**src/rtl/icmp_pkg.sv**
```systemverilog
// Shared types and IPv4/ICMP field locations for the ICMP echo filter and responder.
// Header words are little-endian byte lanes: byte0 of each word sits in bits [7:0].
package icmp_pkg;

  typedef enum logic [2:0] {
    S_HDR,
    S_DECIDE,
    S_REPLAY,
    S_PASS,
    S_DROP
  } state_e;

  localparam logic [7:0] IPV4_VER_IHL    = 8'h45;
  localparam logic [7:0] IP_PROTO_ICMP   = 8'd1;
  localparam logic [7:0] ICMP_ECHO_REQ   = 8'd8;
  localparam logic [7:0] ICMP_ECHO_REPLY = 8'd0;

  localparam int HDR_WORDS = 6;

  // total_len is big-endian: byte2 (bits 23:16) is the high byte, byte3 (bits 31:24) the low byte
  localparam int VER_IHL_WORD     = 0;
  localparam int VER_IHL_LSB      = 0;
  localparam int TOTAL_LEN_WORD   = 0;
  localparam int TOTAL_LEN_HI_LSB = 16;
  localparam int TOTAL_LEN_LO_LSB = 24;
  localparam int PROTO_WORD       = 2;
  localparam int PROTO_LSB        = 8;
  localparam int ICMP_TYPE_WORD   = 5;
  localparam int ICMP_TYPE_LSB    = 0;

endpackage

```
**src/rtl/icmp_hdr_check.sv**
```systemverilog
// Combinational pass/drop decision over the captured IPv4 header plus first ICMP word.
module icmp_hdr_check
  import icmp_pkg::*;
(
  input  logic [HDR_WORDS-1:0][31:0] hdr_words_i,
  input  logic                       hdr_eop_i,
  input  logic [15:0]                max_bytes_i,
  output logic                       pass_o
);

  logic [15:0] total_len;
  logic        unused_bits;

  assign total_len = {hdr_words_i[TOTAL_LEN_WORD][TOTAL_LEN_HI_LSB +: 8],
                      hdr_words_i[TOTAL_LEN_WORD][TOTAL_LEN_LO_LSB +: 8]};

  // Most header bytes do not take part in the decision.
  assign unused_bits = ^hdr_words_i;

  assign pass_o = !hdr_eop_i
               && (hdr_words_i[VER_IHL_WORD][VER_IHL_LSB +: 8] == IPV4_VER_IHL)
               && (total_len <= max_bytes_i)
               && (hdr_words_i[PROTO_WORD][PROTO_LSB +: 8] == IP_PROTO_ICMP)
               && (hdr_words_i[ICMP_TYPE_WORD][ICMP_TYPE_LSB +: 8] == ICMP_ECHO_REQ);

endmodule

```
**src/rtl/icmp_echo_filter.sv**
```systemverilog
// Store-and-decide ingress filter: buffers the first 6 words, forwards only small
// option-less IPv4 ICMP echo requests, drops everything else and counts both.
module icmp_echo_filter
  import icmp_pkg::*;
#(
  parameter int MAX_BYTES = 128,
  parameter int CNT_W     = 16
) (
  input  logic             clk,
  input  logic             reset_n,
  input  logic [31:0]      stream_in_data,
  input  logic [1:0]       stream_in_empty,
  input  logic             stream_in_valid,
  input  logic             stream_in_startofpacket,
  input  logic             stream_in_endofpacket,
  output logic             stream_in_ready,
  output logic [31:0]      stream_out_data,
  output logic [1:0]       stream_out_empty,
  output logic             stream_out_valid,
  output logic             stream_out_startofpacket,
  output logic             stream_out_endofpacket,
  input  logic             stream_out_ready,
  output logic [CNT_W-1:0] pkt_passed_count,
  output logic [CNT_W-1:0] pkt_dropped_count
);

  localparam logic [2:0]  LAST_HDR = 3'(HDR_WORDS - 1);
  localparam logic [15:0] MAX_LEN  = 16'(MAX_BYTES);

  state_e                      state_q, state_d;
  logic [2:0]                  cnt_q, cnt_d;
  logic                        hdr_eop_q, hdr_eop_d;
  logic [HDR_WORDS-1:0][31:0]  hdr_buf_q;
  logic                        hdr_we;
  logic [2:0]                  hdr_widx;
  logic [31:0]                 out_data_q, out_data_d;
  logic [1:0]                  out_empty_q, out_empty_d;
  logic                        out_valid_q, out_valid_d;
  logic                        out_sop_q, out_sop_d;
  logic                        out_eop_q, out_eop_d;
  logic [CNT_W-1:0]            pass_cnt_q, drop_cnt_q;
  logic                        pass_inc, drop_inc;
  logic                        load_ok, in_rdy, in_xfer, hdr_pass;

  icmp_hdr_check u_hdr_check (
    .hdr_words_i (hdr_buf_q),
    .hdr_eop_i   (hdr_eop_q),
    .max_bytes_i (MAX_LEN),
    .pass_o      (hdr_pass)
  );

  assign load_ok = !out_valid_q || stream_out_ready;

  always_comb begin
    in_rdy = 1'b0;
    case (state_q)
      S_HDR, S_DROP: in_rdy = 1'b1;
      S_PASS:        in_rdy = load_ok;
      default:       in_rdy = 1'b0;
    endcase
  end

  // Held low while in reset so nothing is accepted that the FSM would ignore.
  assign stream_in_ready = reset_n && in_rdy;
  assign in_xfer         = stream_in_valid && stream_in_ready;

  always_comb begin
    state_d     = state_q;
    cnt_d       = cnt_q;
    hdr_eop_d   = hdr_eop_q;
    hdr_we      = 1'b0;
    hdr_widx    = cnt_q;
    out_valid_d = out_valid_q && !stream_out_ready;
    out_data_d  = out_data_q;
    out_empty_d = out_empty_q;
    out_sop_d   = out_sop_q;
    out_eop_d   = out_eop_q;
    pass_inc    = 1'b0;
    drop_inc    = 1'b0;
    case (state_q)
      S_HDR: begin
        if (in_xfer && stream_in_startofpacket) begin
          hdr_we    = 1'b1;
          hdr_widx  = 3'd0;
          cnt_d     = 3'd1;
          hdr_eop_d = stream_in_endofpacket;
          if (stream_in_endofpacket) state_d = S_DECIDE;
        end else if (in_xfer && cnt_q != 3'd0) begin
          hdr_we    = 1'b1;
          cnt_d     = cnt_q + 3'd1;
          hdr_eop_d = stream_in_endofpacket;
          if (stream_in_endofpacket || cnt_q == LAST_HDR) state_d = S_DECIDE;
        end
      end
      S_DECIDE: begin
        cnt_d = 3'd0;
        if (hdr_pass) begin
          state_d = S_REPLAY;
        end else begin
          drop_inc = 1'b1;
          state_d  = hdr_eop_q ? S_HDR : S_DROP;
        end
      end
      S_REPLAY: begin
        if (load_ok) begin
          out_valid_d = 1'b1;
          out_data_d  = hdr_buf_q[cnt_q];
          out_empty_d = 2'd0;
          out_sop_d   = (cnt_q == 3'd0);
          out_eop_d   = 1'b0;
          if (cnt_q == LAST_HDR) begin
            cnt_d   = 3'd0;
            state_d = S_PASS;
          end else begin
            cnt_d = cnt_q + 3'd1;
          end
        end
      end
      S_PASS: begin
        if (in_xfer) begin
          out_valid_d = 1'b1;
          out_data_d  = stream_in_data;
          out_empty_d = stream_in_empty;
          out_sop_d   = 1'b0;
          out_eop_d   = stream_in_endofpacket;
          if (stream_in_endofpacket) begin
            pass_inc = 1'b1;
            state_d  = S_HDR;
          end
        end
      end
      S_DROP: begin
        if (in_xfer && stream_in_endofpacket) state_d = S_HDR;
      end
      default: state_d = S_HDR;
    endcase
  end

  always_ff @(posedge clk) begin
    if (!reset_n) begin
      state_q     <= S_HDR;
      cnt_q       <= 3'd0;
      hdr_eop_q   <= 1'b0;
      out_valid_q <= 1'b0;
      out_data_q  <= 32'd0;
      out_empty_q <= 2'd0;
      out_sop_q   <= 1'b0;
      out_eop_q   <= 1'b0;
      pass_cnt_q  <= '0;
      drop_cnt_q  <= '0;
    end else begin
      state_q     <= state_d;
      cnt_q       <= cnt_d;
      hdr_eop_q   <= hdr_eop_d;
      out_valid_q <= out_valid_d;
      out_data_q  <= out_data_d;
      out_empty_q <= out_empty_d;
      out_sop_q   <= out_sop_d;
      out_eop_q   <= out_eop_d;
      if (pass_inc && pass_cnt_q != '1) pass_cnt_q <= pass_cnt_q + 1'b1;
      if (drop_inc && drop_cnt_q != '1) drop_cnt_q <= drop_cnt_q + 1'b1;
    end
  end

  // Header storage needs no reset: it is only read after a full capture.
  always_ff @(posedge clk) begin
    if (hdr_we) hdr_buf_q[hdr_widx] <= stream_in_data;
  end

  assign stream_out_data          = out_data_q;
  assign stream_out_empty         = out_empty_q;
  assign stream_out_valid         = out_valid_q;
  assign stream_out_startofpacket = out_sop_q;
  assign stream_out_endofpacket   = out_eop_q;
  assign pkt_passed_count         = pass_cnt_q;
  assign pkt_dropped_count        = drop_cnt_q;

endmodule

```
**config.mk**
```make
export PLATFORM = sky130hd
export DESIGN_NAME = icmp_echo_filter
export DESIGN_NICKNAME = d
export VERILOG_FILES = /design/src/rtl/icmp_pkg.sv /design/src/rtl/icmp_hdr_check.sv /design/src/rtl/icmp_echo_filter.sv
export SDC_FILE = /design/constraint.sdc
export NUM_CORES = 1
export LEC_CHECK = 0
export CELL_PAD_IN_SITES_DETAIL_PLACEMENT = 0
export CELL_PAD_IN_SITES_GLOBAL_PLACEMENT = 1
export CORE_ASPECT_RATIO = 0.5
export CORE_MARGIN = 2
export CORE_UTILIZATION = 51
export CTS_CLUSTER_DIAMETER = 120
export DETAILED_ROUTE_END_ITERATION = 10
export GPL_ROUTABILITY_DRIVEN = 0
export PLACE_DENSITY = 0.84
export SYNTH_ARGS = -nofsm -noshare
export SYNTH_HDL_FRONTEND = slang
export SYNTH_SLANG_ARGS = --single-unit
```
**constraint.sdc**
```tcl
create_clock -name clk -period 14 [get_ports clk]
set_clock_uncertainty 0.15 [all_clocks]
set_input_delay 1.4 -clock clk [delete_from_list [all_inputs] [get_ports clk]]
set_output_delay 1.4 -clock clk [all_outputs]
set_load 0.02 [all_outputs]
```
==> results of run 1 <==
## critical path: cells and delay by family
family / cells / cell delay (ps)
buffers and inverters: 3 / 1630
and+or+nand+nor: 1 / 130
## layout make-up
cell class	instances	area (um2)	share of cell area, %
clock buffer	31	656.9	4.928
clock inverter	13	123.9	0.9292
inverter	10	37.54	0.2816
multi-input combinational	468	3641	27.31
sequential	268	7292	54.70
tap	300	375.4	2.816
timing repair buffer	124	1204	9.029
## metal layers
metal	share of wire, %	up-vias
met1	47	3608
met2	45	229
met4	1.2	0
li1	-	3307
met5	0	-
met3	6.1	22
## power by group
| group | switching [mW] | leakage, nW | internal, mW | total [mW] |
|---|---|---|---|---|
| Sequential | 0.00779 | 2.34 | 0.856 | 0.863 |
| Clock | 0.296 | 0.377 | 0.355 | 0.651 |
| Combinational | 0.0401 | 1.34 | 0.0385 | 0.0785 |
## through the flow
step | util (%) | area (um2) | hold WS, ps | instances | worst slack [ps]
detailed placement | 58.14 | 12550 | 297.1 | 1170 | 9295
CTS | 61.76 | 13330 | 306.6 | 1214 | 9302
floorplan | - | 11170 | 324.2 | 796 | 8048
finish | 61.76 | 13330 | 305.8 | 1214 | 9293
global placement | 58.14 | 12550 | 288.9 | 1170 | 9303
global route | 61.76 | 13330 | 325.6 | 1214 | 9169
## synthesized netlist by cell type (all sizes together) (5+ instances only)
cell and count:
nor2 26, buf 22, o211ai 64, nor2b 5, and4 5, nor4 13, nor4b 6, mux2i 38
or4 6, inv 10, edfxtp 192, nand2 62, or3 5, clkbuf 28, a21oi 52, and3 5
nand4 13, nand3 16, xnor2 9, nor3 16, nand2b 40, o31ai 7, ha 5, mux4 32
o21ai 7, dfxtp 76
## path summary, 6_finish.rpt
path / slack (ps) / cells past startpoint / to
worst max-delay path: 9290 / 4 / stream_in_ready
worst min-delay path: 310 / 2 / stream_out_data[3]
worst max register to register: 10770 / 6 / hdr_buf_q[76]
worst min register to register: 310 / 2 / stream_out_data[3]
## registers in the layout, summed over array words and instances (netlist names)
| register | cells |
|---|---|
| stream_out_empty | 2 |
| hdr_buf_q | 192 |
| stream_out_startofpacket | 1 |
| stream_out_data | 32 |
| pkt_dropped_count | 16 |
| stream_out_endofpacket | 1 |
| hdr_eop_q | 1 |
| state_q | 3 |
| cnt_q | 3 |
| pkt_passed_count | 16 |
| stream_out_valid | 1 |
## cells by family (layout without fill, tap and decap cells)
kind of cell | Yosys count | after routing | share of synthesized area (%)
buf+inv | 60 | 178 | 2.521
fa+ha+maj | 5 | 5 | 0.5602
compound gates | 159 | 159 | 9.737
xor+xnor | 9 | 9 | 0.7059
simple gates | 225 | 225 | 11.36
flops | 268 | 268 | 65.25
mux | 70 | 70 | 9.860
==> results.md, run 1 <==
Status:
- The run finished with clean final reports.

Synth:
- The part of the Yosys area used for sequential elements is 65.25%.
- The dominant synthesized flop cell is sky130_fd_sc_hd__edfxtp_1.
- The total of flip-flops plus latches after synthesis is 268.
- The number of warnings printed during yosys synthesis is 0.
- The share of synthesized registers carrying an async set or reset is 0%.
- In the post-synthesis netlist, the biggest area contributors are sky130_fd_sc_hd__edfxtp_1 (52%), sky130_fd_sc_hd__dfxtp_1 (14%), sky130_fd_sc_hd__mux4_2 (6.5%), sky130_fd_sc_hd__o211ai_1 (4.3%), sky130_fd_sc_hd__mux2i_1 (3.4%).
- The instance count of the mapped netlist is 796.
- The synthesized cell area is 11170 um2.
- A synthesized cell averages 14.03 um2.
- The synthesized net count is 841.
- sky130_fd_sc_hd__edfxtp_1 takes more of the synthesized area than any other cell.
- The netlist uses 62 different library cells.
- After synthesis, the largest area contributor takes up 51.63% of total cell area.
- The number of flops mapped to enable cells by yosys is 192.

Worst hold path:
- In this run the worst hold path is classified as flop to flop.
- The startpoint identified for the worst hold timing path is stream_out_data[3].

Power:
- Across the VDD grid, the largest voltage drop is 0.07754 mV.
- The analysis attributes to cell leakage a power of 4.066 nW.
- Dividing total power by cell area gives a power density of 119.5 nW/um2.
- The post-layout total power is 1.593 mW.

Critical path:
- Traced cell by cell, the critical path runs through clkdlybuf4s50_1 > inv_2 > nor2_1 > clkdlybuf4s50_1.
- For the worst setup path, the data arrival time is 3160 ps.
- The endpoint required time on the critical path is 12450 ps.
- The timing startpoint of the critical path is reset_n.
- The critical-path cell with the highest stage delay is sky130_fd_sc_hd__clkdlybuf4s50_1.
- In this design, the critical path's most frequently occurring cell is sky130_fd_sc_hd__clkdlybuf4s50_1.
- The class of the most critical setup path is input pin to output port.
- The startpoint class of the critical path is an input pin.
- Of all nets on the critical path, the largest fanout is 21.
- The reg-to-reg startpoint is state_q[0].
- The capturing element type of the critical path is an output port.
- The largest single stage delay on the critical path is 950 ps.

Floorplan:
- The die area is 23170 um2.
- Once the floorplan was initialized, standard cells occupied 51.73% of the core.
- The width of the die is 213.3 um.
- The I/O pin total is 110.
- The floorplan has 38 rows.
- The total area inside the core boundary comes to 21590 um2.
- From bottom edge to top edge, the die measures 108.6 um.

Clocking:
- The clock tree from TritonCTS is done.
- The number of buffers created by CTS is 24.
- The clock input transition at the sequential cells of the worst setup and hold paths is 70 ps.
- The setup fix buffers added after clock tree synthesis is 0.
- The later pin in the worst-skew pair is clocked with a latency of 550 ps.
- The total of hold buffers inserted after clock tree synthesis is 0.
- The number of gates resized after CTS was 0.
- The root buffer cell is sky130_fd_sc_hd__clkbuf_16.
- In this run the number of H-tree levels came out at 1.
- The number of sinks on the clock net is 268.
- The clock passes through at most 3 buffers.

Finish:
- The commonest non-fill, non-tap cell in the layout is sky130_fd_sc_hd__edfxtp_1.
- The post-synthesis to final-layout area growth is 19.37%.
- 0 antenna diodes ended up in the layout.
- The number of nets in the layout is 941.
- The number of filler instances in the final layout is 1655.
- The fraction of layout instances using a drive strength above 1 is 11.71%.
- The top cell types in the final layout, fill and taps aside, are sky130_fd_sc_hd__edfxtp_1 (192), sky130_fd_sc_hd__clkdlybuf4s50_1 (109), sky130_fd_sc_hd__dfxtp_1 (74).

GRT:
- For this run, global-route usage on met1 was measured as 32.27%.
- The met3 routing resource usage after global routing is 3.456%.
- The global-route wire length before repair is 38.68 mm.
- The remaining global-route overflow is 0.
- The met2 routing resource usage after global routing is 34.69%.
- The via count of the first global-routing pass is 6914.
- The busiest layer in global routing is met2.
- The global-route usage over all layers is 21.73%.
- The maximum number of pins on one net before global-route repair is 67.
- The number of antenna violations at the first check in global routing is 0.

Drt:
- In this run, the number of DRC markers left after iteration 0 of detailed routing was 633.
- After detailed routing, the number of remaining DRC violations is 0.
- The overall via count from detail_route is 7166.
- The detailed-routing iteration count for the pre-antenna-repair pass is 5.
- Using the TritonRoute via totals, the vias-per-cell ratio works out to 5.903.
- In the final routed layout, each cell accounts on average for 20.34 um.
- The total length of routed wires is 24.70 mm.
- The count of antenna-violating nets left after detailed routing is 0.

Placed design:
- Buffers placed on the I/O ports in this run total 109.
- The wire-length estimate of the detail-placed layout is 14.55 mm.

STA:
- The period utilization is 33.62%.
- The total count of hold-check failures in the final report is 0.
- Setup violations remaining at the end of the flow were counted as 0.
- The actual slew at the worst max-slew pin is 926.4 ps.
- The number of pins exceeding their max-slew limit in the final report is 0.
- Setup repair after global routing left no endpoint under its margin.
- In this run the tightest slew margin relative to its limit is 38.02%.
- The worst path in the final design needs a cycle of 4707 ps, including I/O delays and setup.
- The maximum operating frequency is 212.5 MHz.
- The total negative slack for setup checks is 0 ps.

Flow run:
- The number of maximum-capacitance constraint violations is 0.
(Power assumes the default switching activity.)
==> inputs of run 2 (changes only) <==
--- a/config.mk
+++ b/config.mk
@@ -9,11 +9,11 @@
 export CELL_PAD_IN_SITES_GLOBAL_PLACEMENT = 1
 export CORE_ASPECT_RATIO = 0.5
 export CORE_MARGIN = 2
-export CORE_UTILIZATION = 51
+export CORE_UTILIZATION = 47
 export CTS_CLUSTER_DIAMETER = 120
 export DETAILED_ROUTE_END_ITERATION = 10
 export GPL_ROUTABILITY_DRIVEN = 0
-export PLACE_DENSITY = 0.84
+export PLACE_DENSITY = 0.78
 export SYNTH_ARGS = -nofsm -noshare
 export SYNTH_HDL_FRONTEND = slang
 export SYNTH_SLANG_ARGS = --single-unit
==> constraint.sdc (replaced) <==
create_clock -name clk -period 4.65 [get_ports clk]
set_clock_uncertainty 0.15 [all_clocks]
set_input_delay 0.465 -clock clk [delete_from_list [all_inputs] [get_ports clk]]
set_output_delay 0.465 -clock clk [all_outputs]
set_load 0.02 [all_outputs]
==> run 2 against run 1 <==
Core utilization is 3.5 points lower. Clock-buffer cell count is 3 lower. Sequential power grew to 3.0 times the previous value. Total power grew to 3.2 times the previous value. Worst hold slack worse by 1.9 ps. Sequential share of layout area is 0.50 points lower. Via count is 0.56% lower. Cell area is 0.90% higher. Die area is 8.3% higher. Setup slack worse by 8100 ps. Combinational power grew to 3.0 times the previous value. Largest cell class unchanged.
==> results.md, run 2 (synthesis gave the netlist of run 1 again) <==
Critical path:
- The endpoint required time on the critical path came to 4030 ps (-8420 ps).
- The slowest stage of the critical path is the sky130_fd_sc_hd__dfxtp_1 cell.
- Traced cell by cell, the critical path runs through and3b_1 > a21oi_1 > nor2_1 > clkdlybuf4s50_1.
- The highest fanout seen on the critical path is 19 (-9.5%).
- The longest individual stage delay on the worst path was 740 ps (-210 ps).
- The class of the most critical setup path is flop to output port.
- The startpoint class of the critical path is a flop.
- The capturing element type of the critical path is an output port.
- The arrival time at the worst endpoint is 2810 ps (-350 ps).

Drt:
- The routed length per placed instance is 19.94 um (-2.0%).
- The remaining routing DRC violations was 0 (unchanged).
- The detailed-routing iteration count for the pre-antenna-repair pass was 6 (+1).
- The total length of routed wires is 24.37 mm (-1.3%).
- The count of routing violations after the opening detailed-route iteration is 480 (-24%).
- The overall via count from detail_route came to 7126 (-0.56%).
- The count of antenna-violating nets left after detailed routing is 0 (unchanged).
- The ratio of routed vias to standard cells is 5.831 (-1.2%).

GRT:
- The global-route usage over all layers is 19.53% (-2.2 points).
- The met3 routing resource usage after global routing is 3.687% (+0.23 points).
- The met1 demand-to-capacity share in global routing is 28.70% (-3.6 points).
- The maximum number of pins on one net before global-route repair is 67 (unchanged).
- The number of antenna violations at the first check in global routing came to 0 (unchanged).
- The global routing stage identified its most utilized layer as met2.
- The met2 routing resource usage after global routing is 30.75% (-3.9 points).
- The remaining global-route overflow was 0 (unchanged).
- The via count of the first global-routing pass is 7131 (+3.1%).
- The global-route wire length before repair is 38.94 mm (+0.68%).

Finish:
- The count of placed standard cells in the final layout, fillers left out is 1222 (+0.66%).
- The number of flip-flops under the largest register name is 192 (unchanged).
- The final standard cell utilization of the core is 58.28% (-3.5 points).
- The number of filler instances in the final layout is 1813 (+9.5%).
- The library cell used most frequently in the layout, excluding fill and tap cells, is sky130_fd_sc_hd__edfxtp_1.
- The register containing the most flip-flops in the final layout is hdr_buf_q.
- The number of nets in the layout is 942 (+0.11%).
- The area growth from synthesis to layout is 20.45%.
- In the layout the commonest cells are sky130_fd_sc_hd__edfxtp_1 (192), sky130_fd_sc_hd__clkdlybuf4s50_1 (109), sky130_fd_sc_hd__dfxtp_1 (75).
- The number of antenna repair diodes is 0 (unchanged).
- The fraction of layout instances using a drive strength above 1 is 11.58% (-0.12 points).

Flow run:
- The number of maximum-capacitance constraint violations is 0 (unchanged).

Clocking:
- The deepest clock path buffer count is 3 (unchanged).
- The total of hold buffers inserted after clock tree synthesis was 0 (unchanged).
- The H-tree level count came to 1 (unchanged).
- The number of sinks on the clock net is 268 (unchanged).
- The root buffer cell is sky130_fd_sc_hd__clkbuf_16.
- The number of buffers created by CTS was 24 (unchanged).
- The clock input transition at the sequential cells of the worst setup and hold paths is 60 ps (about the same).
- The setup fix buffers added after clock tree synthesis is 0 (unchanged).
- The clock latency at the later pin of the worst-skew pair is 540 ps (about the same).
- TritonCTS built the clock tree.
- The number of gates given a new drive strength after cts was 0 (unchanged).

Power:
- The reported leakage power came to 4.108 nW (+1.0%).
- The peak ir drop on the vdd network was 0.2267 mV (+190%).
- The power share of the combinational group is 4.7% (-0.2 points).
- The sequential fraction of design power is 51.8% (-2.4 points).
- The proportion of total power due to net switching was 20.43% (-1.2 points).
- The post-layout total power is 5.021 mW (+220%).
- The power density normalized to cell area came to 373.3 nW/um2 (+210%).
- The relative contribution of the clock network to total power is 43.5% (+2.6 points).
- The reported net switching power came to 1.026 mW (+200%).
- The internal power was 3.995 mW (+220%).

Floorplan:
- The core footprint came to 23080 um2 (+6.9%).
- The I/O pin total was 110 (unchanged).
- The width of the die is 222.0 um (+4.1%).
- The total number of placement rows came to 39 (+2.6%).
- The die area is 25080 um2 (+8.3%).
- The effective utilization at floorplan is 48.38% (-3.4 points).
- The vertical die dimension is 113.0 um (+4.0%).

STA:
- The period utilization is 73.70%.
- Setup repair after global routing left no endpoint under its margin.
- The actual slew at the worst max-slew pin came to 869.0 ps (-57.47 ps).
- The total count of hold-check failures in the final report came to 0 (unchanged).
- The worst max-slew margin expressed relative to the limit is 41.59% (+3.6 points).
- Derived from the worst setup path, the maximum achievable clock frequency is 291.8 MHz.
- The number of pins exceeding their max-slew limit in the final report came to 0 (unchanged).
- The total negative slack for setup checks is 0 ps (unchanged).
- The smallest clock period supported by the final layout is computed as 3427 ps.
- The total setup violations reported at the end of the flow is 0 (unchanged).
- The final hold slack was 303.9 ps (-1.908 ps).

Placed design:
- The number of placed cells counting well taps is 1178 (+0.68%).
- The total of buffers placed on input and output ports is 109 (unchanged).
- The half-perimeter wire length after placement is 14.86 mm (+2.2%).

Worst hold path:
- The path type of the worst min-delay path is flop to flop.

Status:
- The run finished with clean final reports.
run 2: cell types whose count changed in the layout (fill, tap and decap cells not counted), sizes merged:
cell	previous run	this run
buf	15	16
clkbuf	31	28
bufinv	1	6
clkinv	9	8
inv	11	10
run 2: area by class of cell:
type / instances / area, um2 / share of cell area, %
Clock inverter: 16 / 245.2 / 1.823
Inverter: 10 / 37.54 / 0.2791
Sequential cell: 268 / 7291 / 54.20
Timing Repair Buffer: 125 / 1211 / 9.005
Multi-Input combinational cell: 468 / 3656 / 27.18
Clock buffer: 28 / 625.6 / 4.651
Tap cell: 307 / 384.1 / 2.856
run 2: power groups by stage:
stage               Sequential [mW]  Combinational, mW  Clock (mW)
floorplan                      2.64              0.157           0
CTS                            2.60              0.240        2.23
finish                         2.60              0.237        2.18
detailed placement             2.65              0.238           0
global placement               2.65              0.236           0
global route                   2.60              0.258        2.32
run 2: metal layers:
layer	wire [um]	part of all wire [%]	vias to the layer above
met2	10950	45	200
met1	11840	49	3582
met4	306	1.3	0
met5	0	0	-
met3	1270	5.2	26
li1	-	-	3318
run 2: metrics by stage:
step	worst slack, ps	instance area, um2
6_report	1223	13450
4_1_cts	1233	13450
3_3_place_gp	1410	12580
5_1_grt	1089	13450
2_1_floorplan	292.1	11180
3_5_place_dp	1383	12580
run 2: worst max-delay path: cells and delay by family (launching register included):
kind                   cells  cell delay [ps]
AO/OA/AOI/OAI              1              210
AND/OR/NAND/NOR            2              700
buffers and inverters      1              630
flip-flops                 1              740
run 2: final timing paths:
| path | from | cells past startpoint | endpoint | slack (ps) |
|---|---|---|---|---|
| worst min-delay path | stream_out_data[5] | 2 | stream_out_data[5] | 300 |
| worst max register to register | cnt_q[1] | 9 | hdr_buf_q[79] | 1440 |
| worst max-delay path | state_q[0] | 4 | stream_in_ready | 1220 |
| worst min register to register | stream_out_data[5] | 2 | stream_out_data[5] | 300 |
